**config.mk**
```make
export PLATFORM = sky130hd
export DESIGN_NAME = sram_burst_master
export DESIGN_NICKNAME = d
export VERILOG_FILES = /design/src/rtl/sram_burst_master.sv
export SDC_FILE = /design/constraint.sdc
export NUM_CORES = 1
export LEC_CHECK = 0
export BUFFER_PORTS_ARGS = -buffer_cell sky130_fd_sc_hd__buf_2
export CAP_MARGIN = 10
export CELL_PAD_IN_SITES_DETAIL_PLACEMENT = 1
export CELL_PAD_IN_SITES_GLOBAL_PLACEMENT = 1
export CORE_MARGIN = 1.5
export CORE_UTILIZATION = 40
export CTS_CLUSTER_SIZE = 40
export DETAILED_ROUTE_END_ITERATION = 16
export GPL_TIMING_DRIVEN = 0
export PLACE_DENSITY_LB_ADDON = 0.1
export SYNTH_ARGS = -nofsm -noshare
export SYNTH_HDL_FRONTEND = slang
export SYNTH_SLANG_ARGS = --single-unit
```
**constraint.sdc**
```tcl
create_clock -name clk -period 2.66 [get_ports clk]
set_input_delay 0.532 -clock clk [delete_from_list [all_inputs] [get_ports clk]]
set_output_delay 0.532 -clock clk [all_outputs]
set_load 0.02 [all_outputs]
```
**src/rtl/sram_burst_master.sv**
```systemverilog
// Host-facing burst master for an 8-bit single-port SRAM with a level-sensitive write strobe.
// Every write beat is sequenced as setup / strobe / hold so address and data never move under EN.
module sram_burst_master #(
    parameter int DEPTH = 11,
    parameter int AW    = 8,
    parameter int DW    = 8
) (
    input  logic          clk,
    input  logic          rst_n,
    input  logic          req_valid,
    output logic          req_ready,
    input  logic          req_write,
    input  logic [AW-1:0] req_addr,
    input  logic [3:0]    req_len,
    input  logic          wr_valid,
    output logic          wr_ready,
    input  logic [DW-1:0] wr_data,
    output logic          rd_valid,
    input  logic          rd_ready,
    output logic [DW-1:0] rd_data,
    output logic          done,
    output logic          err,
    output logic [AW-1:0] mem_address,
    output logic [DW-1:0] mem_in_data,
    output logic          mem_en,
    input  logic [DW-1:0] mem_out_data
);

    // Handshakes: a transfer happens on a rising clk edge where valid and ready are both 1;
    // ready never depends on valid, and a producer holds valid/data until the transfer.

    typedef enum logic [2:0] {
        IDLE     = 3'd0,
        W_WAIT   = 3'd1,
        W_SETUP  = 3'd2,
        W_STROBE = 3'd3,
        W_HOLD   = 3'd4,
        R_SETUP  = 3'd5,
        R_DATA   = 3'd6,
        FIN      = 3'd7
    } state_t;

    state_t        state;
    state_t        state_nx;
    logic [AW-1:0] cur_addr;
    logic [AW-1:0] addr_next;
    logic [4:0]    count;
    logic          err_flag;
    logic          start_bad;
    logic          last_beat;

    assign start_bad = (req_addr >= AW'(DEPTH));
    assign last_beat = (count == 5'd1);
    assign addr_next = (cur_addr == AW'(DEPTH - 1)) ? '0 : cur_addr + AW'(1);

    assign req_ready = (state == IDLE);
    assign wr_ready  = (state == W_WAIT);
    assign rd_valid  = (state == R_DATA);
    assign done      = (state == FIN);
    assign err       = (state == FIN) && err_flag;

    always_ff @(posedge clk or negedge rst_n) begin
        if (!rst_n) begin
            state <= IDLE;
        end else begin
            state <= state_nx;
        end
    end

    always_comb begin
        state_nx = state;
        case (state)
            IDLE: begin
                if (req_valid) begin
                    if (start_bad) begin
                        state_nx = FIN;
                    end else if (req_write) begin
                        state_nx = W_WAIT;
                    end else begin
                        state_nx = R_SETUP;
                    end
                end
            end
            W_WAIT:   if (wr_valid) state_nx = W_SETUP;
            W_SETUP:  state_nx = W_STROBE;
            W_STROBE: state_nx = W_HOLD;
            W_HOLD:   state_nx = last_beat ? FIN : W_WAIT;
            R_SETUP:  state_nx = R_DATA;
            R_DATA:   if (rd_ready) state_nx = last_beat ? FIN : R_SETUP;
            FIN:      state_nx = IDLE;
            default:  state_nx = IDLE;
        endcase
    end

    // mem_en is a flop with async clear so it drops the instant rst_n falls
    // and cannot glitch from state decode.
    always_ff @(posedge clk or negedge rst_n) begin
        if (!rst_n) begin
            mem_en      <= 1'b0;
            mem_address <= '0;
            mem_in_data <= '0;
            rd_data     <= '0;
            cur_addr    <= '0;
            count       <= '0;
            err_flag    <= 1'b0;
        end else begin
            mem_en <= (state_nx == W_STROBE);
            case (state)
                IDLE: begin
                    if (req_valid) begin
                        cur_addr <= req_addr;
                        count    <= {1'b0, req_len} + 5'd1;
                        err_flag <= start_bad;
                        // Reads present the address one cycle ahead of the capture edge.
                        if (!start_bad && !req_write) begin
                            mem_address <= req_addr;
                        end
                    end
                end
                W_WAIT: begin
                    if (wr_valid) begin
                        mem_address <= cur_addr;
                        mem_in_data <= wr_data;
                    end
                end
                W_HOLD: begin
                    cur_addr <= addr_next;
                    count    <= count - 5'd1;
                end
                R_SETUP: begin
                    rd_data <= mem_out_data;
                end
                R_DATA: begin
                    if (rd_ready) begin
                        cur_addr <= addr_next;
                        count    <= count - 5'd1;
                        if (!last_beat) begin
                            mem_address <= addr_next;
                        end
                    end
                end
                FIN: begin
                    err_flag <= 1'b0;
                end
                default: begin
                end
            endcase
        end
    end

endmodule

```
Yosys cells after proc, flatten, opt, wreduce, memory -nomap -nowiden
Cells that the tools add are included.
- multiplexer cells: 23
- $add $sub $neg: 3
- $lt $le $gt $ge: 1
- equal/unequal tests: 15
- reduce and logical (&&, ||, !) cells: 12
- operator list (kind ; number):
    8-bit 2-to-1 mux ; 8
    8-bit one-hot mux with 3 select lines ; 2
    3-bit one-hot mux with 8 select lines ; 1
    3-bit 2-to-1 mux ; 6
    5-bit one-hot mux with 3 select lines ; 1
    3-bit == test (second input constant) ; 4
    5-bit 2-to-1 mux ; 2
    3-bit by 2-bit == test with 1-bit output (second input constant) ; 3
    8-bit by 1-bit adder with 8-bit output (second input constant) ; 1
    8-bit by 4-bit == test with 1-bit output (second input constant) ; 1
    8-bit by 4-bit greater-or-equal comparator with 1-bit output (second input constant) ; 1
    2-bit != test (second input constant) ; 3
    6-bit AND reduction ; 1
    3-bit nonzero test ; 2
    4-bit by 1-bit adder with 5-bit output (second input constant) ; 1
    5-bit by 1-bit == test with 1-bit output (second input constant) ; 1
    5-bit by 1-bit subtractor with 5-bit output (second input constant) ; 1
    2-bit by 1-bit != test with 1-bit output (second input constant) ; 2
    2-bit AND reduction ; 2
    3-bit by 1-bit == test with 1-bit output (second input constant) ; 1
    3-bit logical NOT ; 1
    3-bit AND reduction ; 1
    1-bit logical AND ; 2
    1-bit logical NOT ; 2
    4 further kinds ; 4
- bits in registers: 42
- output and inout port bits: 30
- word-level logic and storage cells: 62

Depth between registers and ports, before layout
Gate-level depths: netlist (run 1).
- word-level depth: 6
- mapped depth: 8

Least setup slack after synthesis (run 1)
OpenSTA, ideal clock, no wires.
- path kind: reg2reg
- start point: register state[1]
- end point: register mem_address[7]
- clock period less this slack: 2.052 ns
- library setup time: 0.125 ns
- path slack: 0.608 ns
- stages on the path, launching flop included: 5
- arrival time: 1.927 ns
- buffers on the path: 1
- cells stage by stage: dfrtp_1 > clkbuf_1 > nor3_1 > o2bb2ai_2 > mux2_2
- longest elaborated chain between the ends: 3
- elaborated cells on any way between the ends: 11
- ends and longest elaborated chain (element ; RTL line ; source):
    start, declared ; 43 ; state_t state;
    start signal, assigned ; 66 ; state <= state_nx;
    3-bit logical NOT * ; -- ;
    net req_ready ; 11 ; output logic req_ready,
    2-bit by 1-bit != test with 1-bit output (no source line), or another cell as far along ; -- ;
    6-bit AND reduction (no source line) ; -- ;
    end signal, assigned ; 116 ; mem_address <= req_addr;
    end signal, assigned ; 122 ; mem_address <= cur_addr;
    end signal, assigned ; 138 ; mem_address <= addr_next;
    end, declared ; 23 ; output logic [AW-1:0] mem_address,
Mark *: on every way through the listed nets, which the timed path passes. The rest lies on a longest branch.
A chain may end at the register's enable or synchronous reset.

Final worst setup path (run 1)
- start point: register state[2]
- end point: output port err
- longest elaborated chain between the ends: 2
- ends and longest elaborated chain (element ; RTL line ; source):
    3-bit == test ; 60 ; assign err = (state == FIN) && err_flag;
    1-bit logical AND ; 60 ;
    end, declared ; 22 ; output logic err,
Every way passes these cells.

==> metrics, run 1 <==
via count of the first global-routing pass 2148; class of the most critical setup path reg -> out; Combinational Power Share 55.4%; Req. time, crit path 2130 ps; Critical Path Start Type flip-flop; setup repair after global routing missed its margin false; Power, Total 3.79 mW; class of the most critical hold timing path in -> async; dominant cells by area after synthesis dfrtp_1 43%, mux2_2 7.9%, a21oi_1 3.9%; max_slew headroom 34.4%; final clock skew 8.10 ps; power spent charging and discharging nets 1.73 mW; slew of the pin with the lowest slew margin 984 ps; Cell Count, Final, Fillers Out 398; share of synthesized registers carrying an async set or reset 100%; via count 2173; sequential cell area in the final layout 1050 um2; clock root buffer clkbuf_8; share of the synthesized area in the top cell type 43.4%; cell area after placement 2830 um2; per-instance average area after synthesis 9.60 um2; run status finished clean; maximum clock rate 415 MHz; Post-CTS Setup Bufs 0; largest net degree at the start of global routing 43; yosys synthesis warning count 0; antenna diode count 0; syn nets 291; die footprint 6530 um2; internal power component 2.06 mW; number of clock sinks 42; remaining antenna violation count 0; endpoint kind of the worst setup timing path primary output; final-layout worst hold slack 381 ps; Seq pwr share 31.0%; DPL Wire Length 5060 um; die outline width 80.8 um; placed cells 390; Global Route Usage Sum 21.6%; Row Count 28; post-layout utilization of the core 49.9%; Clk pin slew, worst setup/hold paths 90 ps; number of enable-type register cells in the synthesized netlist 0; maximum vdd ir drop 0.589 mV; global-route wire length before repair 10700 um; number of nets in the layout 361; area occupied by multi-input gates 1270 um2; Clock H-tree levels 2; maximum number of buffers from clock root to sink 2; Final GP Congestion 0.884; remaining routing DRC violations 0; initial cell density of the core 41.1%; routed wire length 6720 um; final setup violating endpoints 0; unique cell type count in the Yosys netlist 48; share of post-route cells with drive strength above 1 33.7%; Worst Setup SP state[2]; 1st-pass router iterations 4; primary flip-flop cell chosen by synthesis mapping dfrtp_1; netlist area before placement 2420 um2; Min Clock Period, post-route 2410 ps; Placeable Area 5890 um2; switching power share of the total 45.6%; Synth Register Bits 42; Inserted Clock Buffers 5; library cell with the largest summed area after synthesis dfrtp_1; setup slack of the most critical reg-to-reg path 430 ps; antenna violations before repair 0; proportion of synthesized chip area in sequential cells 43.4%; number of violations of the max-capacitance limit 0; critical path data arrival time 1880 ps; gr ovfl total 0; Die H 80.8 um; final routed wire length divided by cell count 16.9 um; number of hold violations in the final report 0; layout filler cell count 726; Final Max Tran Viols 0; synthesis-to-finish area growth 21.5%; Leak 1.34 nW; port bufs 63; area of all placed cells without fillers 2940 um2; Power Dens Cells 1290 nW/um2; cts hold-fix bufs 0; clock tree from TritonCTS done; final setup margin 248 ps; clock network fraction of total power 13.6%; detailed-route vias per instance 5.46; post_cts resized 0; I/O Pins 64; fin crit share 90.7%; worst-skew pair later-pin latency 300 ps; number of design-rule violations left by the first detailed-router iteration 117; post-synthesis cell count 252; Setup TNS Final 0 ps; Setup Slack @ Placement 444 ps; maximum fanout along the worst path 10; Reg2Reg Launch Point cur_addr[0]
-- per-layer routing --
metal | wire length [um] | GRT usage [%] | up-vias
met4 | 84 | 6.38 | 0
met2 | 3300 | 36.3 | 42
met5 | 0 | 0 | -
met1 | 3120 | 28.9 | 1080
li1 | - | - | 1044
met3 | 222 | 3.26 | 7
-- power groups by stage --
stage               Sequential [mW]  Clock (mW)  Combinational (mW)
floorplan                      1.38           0                1.25
global placement               1.17           0                2.06
detailed placement             1.19           0                2.11
CTS                            1.17       0.529                2.11
global route                   1.22       0.545                2.30
finish                         1.17       0.516                2.10
-- synth_stat cells, drive strengths merged (3+ instances only) --
cell type	instances
mux2	18
a21o	3
inv	8
nand2	21
nor2b	3
o21ai	25
nand3	10
nand2b	5
clkbuf	7
o32a	4
a21oi	19
dfrtp	42
nor3	12
xnor2	4
ha	5
nor2	21
buf	8
-- worst max-delay path: stages (launching register included) --
cell and delay (ps):
dfrtp_1 350, buf_2 210, clkbuf_1 420, and3_1 290, and2_1 140, buf_2 170
-- worst paths after layout --
check                                       to  depth (start not counted)
min in group clk                    rd_data[5]                          2
worst min register to register  mem_address[6]                          2
worst max-delay path                       err                          5
worst min-delay path               cur_addr[4]                          1
worst max register to register     cur_addr[3]                          7
max in group asynchronous             count[3]                          1
-- flip-flops by register name, summed over array words and instances (netlist names) --
signal	count
count	5
cur_addr	8
err_flag	1
mem_address	8
mem_en	1
mem_in_data	8
rd_data	8
state	3
-- placed cells by master (no fill, tap or decap), types with 6 or more instances in the layout --
master / count
nor3_1: 12
dfrtp_1: 42
clkbuf_1: 8
nand3_1: 10
mux2_2: 17
buf_2: 70
o21ai_1: 6
a21oi_1: 19
o21ai_0: 19
inv_1: 8
nand2_1: 21
nor2_1: 21
-- kinds of logic (layout without fill, tap and decap cells) --
family	after synthesis	in the layout	share of synthesized area, %
buf+inv	23	94	4.24
compound gates	69	69	20.1
xor+xnor	6	6	2.17
mux	19	19	8.94
simple gates	88	88	18.6
flops	42	42	43.4
fa+ha+maj	5	5	2.59
-- cell type report --
class	count	area share, %
plain buffers	15	2.47
clock inverters	2	1.28
inverters	8	1.02
flip-flops and latches	42	35.8
clock buffers	6	2.47
multi-input cells	187	43.1
repair buffers	63	10.7
well taps	75	3.19
(Power assumes the default switching activity.)
==> run 2, diff against run 1 <==
--- a/config.mk
+++ b/config.mk
@@ -5,12 +5,13 @@
 export SDC_FILE = /design/constraint.sdc
 export NUM_CORES = 1
 export LEC_CHECK = 0
+export ABC_AREA = 1
 export BUFFER_PORTS_ARGS = -buffer_cell sky130_fd_sc_hd__buf_2
 export CAP_MARGIN = 10
 export CELL_PAD_IN_SITES_DETAIL_PLACEMENT = 1
 export CELL_PAD_IN_SITES_GLOBAL_PLACEMENT = 1
 export CORE_MARGIN = 1.5
-export CORE_UTILIZATION = 40
+export CORE_UTILIZATION = 37
 export CTS_CLUSTER_SIZE = 40
 export DETAILED_ROUTE_END_ITERATION = 16
 export GPL_TIMING_DRIVEN = 0
==> constraint.sdc (replaced) <==
create_clock -name clk -period 2.3 [get_ports clk]
set_input_delay 0.46 -clock clk [delete_from_list [all_inputs] [get_ports clk]]
set_output_delay 0.46 -clock clk [all_outputs]
set_load 0.05 [all_outputs]
==> run 2 against run 1 <==
Final cell count is 22% higher. Area after synthesis is 0.83% higher. Via count is 10% higher. Clock-buffer cell count is 1 lower. Clock skew is 2.2 ps higher. Critical path depth stayed put. Hold slack worse by 61 ps. Routed wire length is 1.6% higher. Synthesized cell count is 34% higher. First-iteration DRC count is 54% lower. Critical path type unchanged. Critical endpoint is now rd_valid. Largest power group unchanged.
==> metrics, run 2 <==
max_slew headroom 34.2%; top library cells by usage in the layout, fill and taps aside 133 x nand2_1, 66 x buf_2, 42 x dfrtp_1, 38 x inv_1, 34 x nand3_1; layout filler cell count 857; largest net degree at the start of global routing 43; placed cells 477; antenna violations before repair 0; netlist area before placement 2440 um2; Clock H-tree levels 2; class of the most critical setup path reg -> out; post_cts resized 0; via count 2392; run status finished clean; post-layout utilization of the core 47.3%; Req. time, crit path 1840 ps; Inserted Clock Buffers 5; via count of the first global-routing pass 2499; Placeable Area 6350 um2; CP max stage cell dfrtp_1; worst-skew pair later-pin latency 310 ps; most instantiated library cell after synthesis nand2_1; Setup TNS Final 0 ps; Final GP Congestion 0.859; unique cell type count in the Yosys netlist 24; Largest stage delay, worst path 410 ps; share of synthesized registers carrying an async set or reset 100%; Power, Total 5.10 mW; Row Count 29; area occupied by multi-input gates 1200 um2; routed wire length 6830 um; number of violations of the max-capacitance limit 0; number of nets in the layout 446; port bufs 63; number of enable-type register cells in the synthesized netlist 0; number of hold violations in the final report 0; primary flip-flop cell chosen by synthesis mapping dfrtp_1; post-synthesis cell count 337; library cell with the largest summed area after synthesis dfrtp_1; number of design-rule violations left by the first detailed-router iteration 54; Power Dens Cells 1700 nW/um2; Critical Path, Cell by Cell inv_2 -> nand3_2 -> inv_2 -> buf_2 -> buf_2; maximum clock rate 460 MHz; maximum number of buffers from clock root to sink 2; worst path buffer plus inverter count 4; critical path data arrival time 1710 ps; Post-CTS Setup Bufs 0; Die H 84.2 um; syn nets 376; I/O Pins 64; gr ovfl total 0; final routed wire length divided by cell count 14.1 um; maximum fanout along the worst path 10; antenna diode count 0; synthesis-to-finish area growth 23.1%; DPL Wire Length 5220 um; initial cell density of the core 38.4%; setup repair after global routing missed its margin false; 1st-pass router iterations 4; share of post-route cells with drive strength above 1 24.8%; Leak 1.66 nW; detailed-route vias per instance 4.93; slew of the pin with the lowest slew margin 987 ps; class of the most critical hold timing path in -> async; endpoint kind of the worst setup timing path primary output; die outline width 84.2 um; clock tree from TritonCTS done; sequential cell area in the final layout 1050 um2; number of clock sinks 42; global-route wire length before repair 11900 um; Clk pin slew, worst setup/hold paths 90 ps; cts hold-fix bufs 0; final setup margin 125 ps; Final Max Tran Viols 0; per-instance average area after synthesis 7.24 um2; final-layout worst hold slack 320 ps; cell area after placement 2870 um2; Cell Count, Final, Fillers Out 485; maximum vdd ir drop 0.878 mV; area of all placed cells without fillers 3000 um2; final setup violating endpoints 0; final clock skew 10.3 ps; clock root buffer clkbuf_8; Synth Register Bits 42; Critical Path Start Type flip-flop; die footprint 7090 um2; proportion of synthesized chip area in sequential cells 43.1%; Global Route Usage Sum 21.1%; most common cell after layout, fill and taps aside nand2_1; dominant delay contributor by cell family on the critical path buffers and inverters; Min Clock Period, post-route 2170 ps; share of the synthesized area in the top cell type 43.1%; remaining routing DRC violations 0; fin crit share 94.6%; remaining antenna violation count 0; yosys synthesis warning count 0; dominant cells by area after synthesis dfrtp_1 43%, nand2_1 20%, nand3_1 7.0%; most frequent cells after synthesis 133 x nand2_1, 42 x dfrtp_1, 38 x inv_1; Setup Slack @ Placement 469 ps
run 2: kinds of logic (layout without fill, tap and decap cells):
family | after synthesis | count (layout) | share of synthesized area [%]
xor+xnor | 4 | 4 | 1.44
simple gates | 197 | 197 | 33.8
fa+ha+maj | 5 | 5 | 2.56
mux | 8 | 8 | 3.69
buf+inv | 50 | 121 | 8.20
compound gates | 31 | 31 | 7.23
flops | 42 | 42 | 43.1
run 2: cell type report:
cell class	instances	share of cell area (%)
Buffer	6	1.17
Clock buffer	5	2.29
Clock inverter	3	2.29
Inverter	44	5.50
Multi-Input combinational cell	245	40.0
Sequential cell	42	35.0
Tap cell	77	3.21
Timing Repair Buffer	63	10.5
run 2: per-layer routing:
| metal | global-route usage [%] | vias to the layer above | wire length (um) |
|---|---|---|---|
| li1 | - | 1202 | - |
| met3 | 3.93 | 6 | 279 |
| met2 | 35.1 | 52 | 3240 |
| met5 | 0 | - | 0 |
| met4 | 6.71 | 0 | 80 |
| met1 | 27.8 | 1132 | 3240 |
run 2: path summary, 6_finish.rpt:
path	startpoint	endpoint	slack [ps]	cells past startpoint
setup / recovery	state[0]	rd_valid	130	5
hold / removal	rst_n	cur_addr[6]	320	1
setup reg to reg	state[1]	cur_addr[2]	640	7
hold reg to reg	mem_in_data[5]	mem_in_data[5]	470	2
max in group asynchronous	rst_n	mem_address[3]	1370	1
min in group clk	wr_data[1]	mem_in_data[1]	360	3
run 2: worst register-to-register path: cells and delay by family (launching register included):
kind / cells / cell delay, ps
simple gates: 3 / 510
flops: 1 / 460
compound gates: 2 / 320
buf+inv: 2 / 320
run 2: report_power, final:
group	internal, mW	total [mW]	leakage [nW]	switching, mW
combinational	0.828	3.01	1.07	2.19
sequential	1.11	1.38	0.517	0.268
clock	0.435	0.708	0.0683	0.273
total	2.37	5.10	1.66	2.73
==> run 3, diff against run 2 <==
--- a/config.mk
+++ b/config.mk
@@ -16,6 +16,7 @@
 export DETAILED_ROUTE_END_ITERATION = 16
 export GPL_TIMING_DRIVEN = 0
 export PLACE_DENSITY_LB_ADDON = 0.1
+export RECOVER_POWER = 25
 export SYNTH_ARGS = -nofsm -noshare
 export SYNTH_HDL_FRONTEND = slang
 export SYNTH_SLANG_ARGS = --single-unit
==> run 3 against run 2 <==
Sequential power hardly changed. Worst setup slack unchanged. Total power about the same. Sequential share of layout area unchanged. Register-to-register slack barely moved. Die area unchanged. Critical path depth unchanged. Non-clock buffer count is the same. Clock power about the same. Global-route usage unchanged. Maximum frequency is the same. Sequential cell count did not move. Critical path type unchanged. Largest cell class unchanged.
==> metrics, run 3 (synthesis results as in run 2) <==
antenna diode count 0; number of violations of the max-capacitance limit 0; I/O Pins 64; Die H 84.2 um; clock tree from TritonCTS done; max_slew headroom 26.4%; Power Dens Cells 1700 nW/um2; Inserted Clock Buffers 5; class of the most critical setup path reg -> out; maximum number of buffers from clock root to sink 2; setup slack of the most critical reg-to-reg path 640 ps; maximum vdd ir drop 0.878 mV; global-route wire length before repair 11900 um; final routed wire length divided by cell count 14.1 um; number of hold violations in the final report 0; final-layout worst hold slack 357 ps; die footprint 7090 um2; Global Route Usage Sum 21.1%; routed wire length 6830 um; cts hold-fix bufs 0; Req. time, crit path 1840 ps; Power, Total 5.10 mW; maximum clock rate 460 MHz; maximum fanout along the worst path 10; Clock H-tree levels 2; DPL Wire Length 5220 um; via count of the first global-routing pass 2499; worst reg-to-reg path cell count 7; number of design-rule violations left by the first detailed-router iteration 54; cell area after placement 2870 um2; Min Clock Period, post-route 2170 ps; Critical Path Start Type flip-flop; number of nets in the layout 446; Final GP Congestion 0.859; final setup violating endpoints 0; antenna violations before repair 0; Clk pin slew, worst setup/hold paths 90 ps; synthesis-to-finish area growth 23.1%; Final Max Tran Viols 0; endpoint kind of the worst setup timing path primary output; Post-CTS Setup Bufs 0; largest net degree at the start of global routing 43; class of the most critical hold timing path in -> async; Cell Count, Final, Fillers Out 485; remaining routing DRC violations 0; placed cells 477; fin crit share 94.6%; post_cts resized 0; via count 2392; die outline width 84.2 um; Row Count 29; 1st-pass router iterations 4; critical path data arrival time 1710 ps; most common cell after layout, fill and taps aside nand2_1; top library cells by usage in the layout, fill and taps aside 133 x nand2_1, 65 x buf_2, 42 x dfrtp_1, 38 x inv_1, 34 x nand3_1; slew of the pin with the lowest slew margin 1100 ps; remaining antenna violation count 0; gr ovfl total 0; number of clock sinks 42; final clock skew 10.3 ps; setup repair after global routing missed its margin false; detailed-route vias per instance 4.93; Setup TNS Final 0 ps; run status finished clean; port bufs 63; clock root buffer clkbuf_8; area of all placed cells without fillers 3000 um2; initial cell density of the core 38.4%; worst-skew pair later-pin latency 310 ps; share of post-route cells with drive strength above 1 24.8%; Leak 1.66 nW; Placeable Area 6350 um2
run 3: cell count changes in the layout (fill, tap and decap cells not counted), sizes merged:
cell	delta
clkbuf	+1
buf	-1
run 3: area by class of cell:
class	count	area, um2
multi-input combinational	245	1200
tap	77	96.3
inverter	44	165
clock inverter	3	68.8
buffer	6	35.0
timing repair buffer	63	315
clock buffer	5	68.8
sequential	42	1050
fill	857	3350
run 3: critical path, stage by stage, from the launching register on:
cell	delay, ps
dfrtp_1	410
inv_2	120
nand3_2	170
inv_2	140
buf_2	260
buf_2	310
run 3: per-layer routing:
| layer | track usage [%] | vias up | wire length [um] |
|---|---|---|---|
| met1 | 27.8 | 1132 | 3240 |
| met4 | 6.71 | 0 | 80 |
| met2 | 35.1 | 52 | 3240 |
| met3 | 3.93 | 6 | 278 |
| met5 | 0 | - | 0 |
| li1 | - | 1202 | - |
run 3: per-stage QoR:
step | setup slack [ps] | utilization, %
after global routing | 34.8 | 47.3
after CTS | 128 | 47.3
after global placement | 483 | 45.1
final | 125 | 47.3
after detailed placement | 469 | 45.1
after floorplan | 215 | -
run 3: final timing paths:
kind,start,end
worst min register to register,mem_in_data[5],mem_in_data[5]
max in group asynchronous,rst_n,mem_address[3]
worst min-delay path,rst_n,cur_addr[6]
worst max-delay path,state[0],rd_valid
worst max register to register,state[1],cur_addr[2]
min in group clk,wr_data[1],mem_in_data[1]
run 3: power by group:
part	internal, mW	switching [mW]	leakage [nW]
logic	0.828	2.19	1.07
clock network	0.435	0.273	0.0683
registers	1.11	0.268	0.517
total	2.37	2.73	1.66
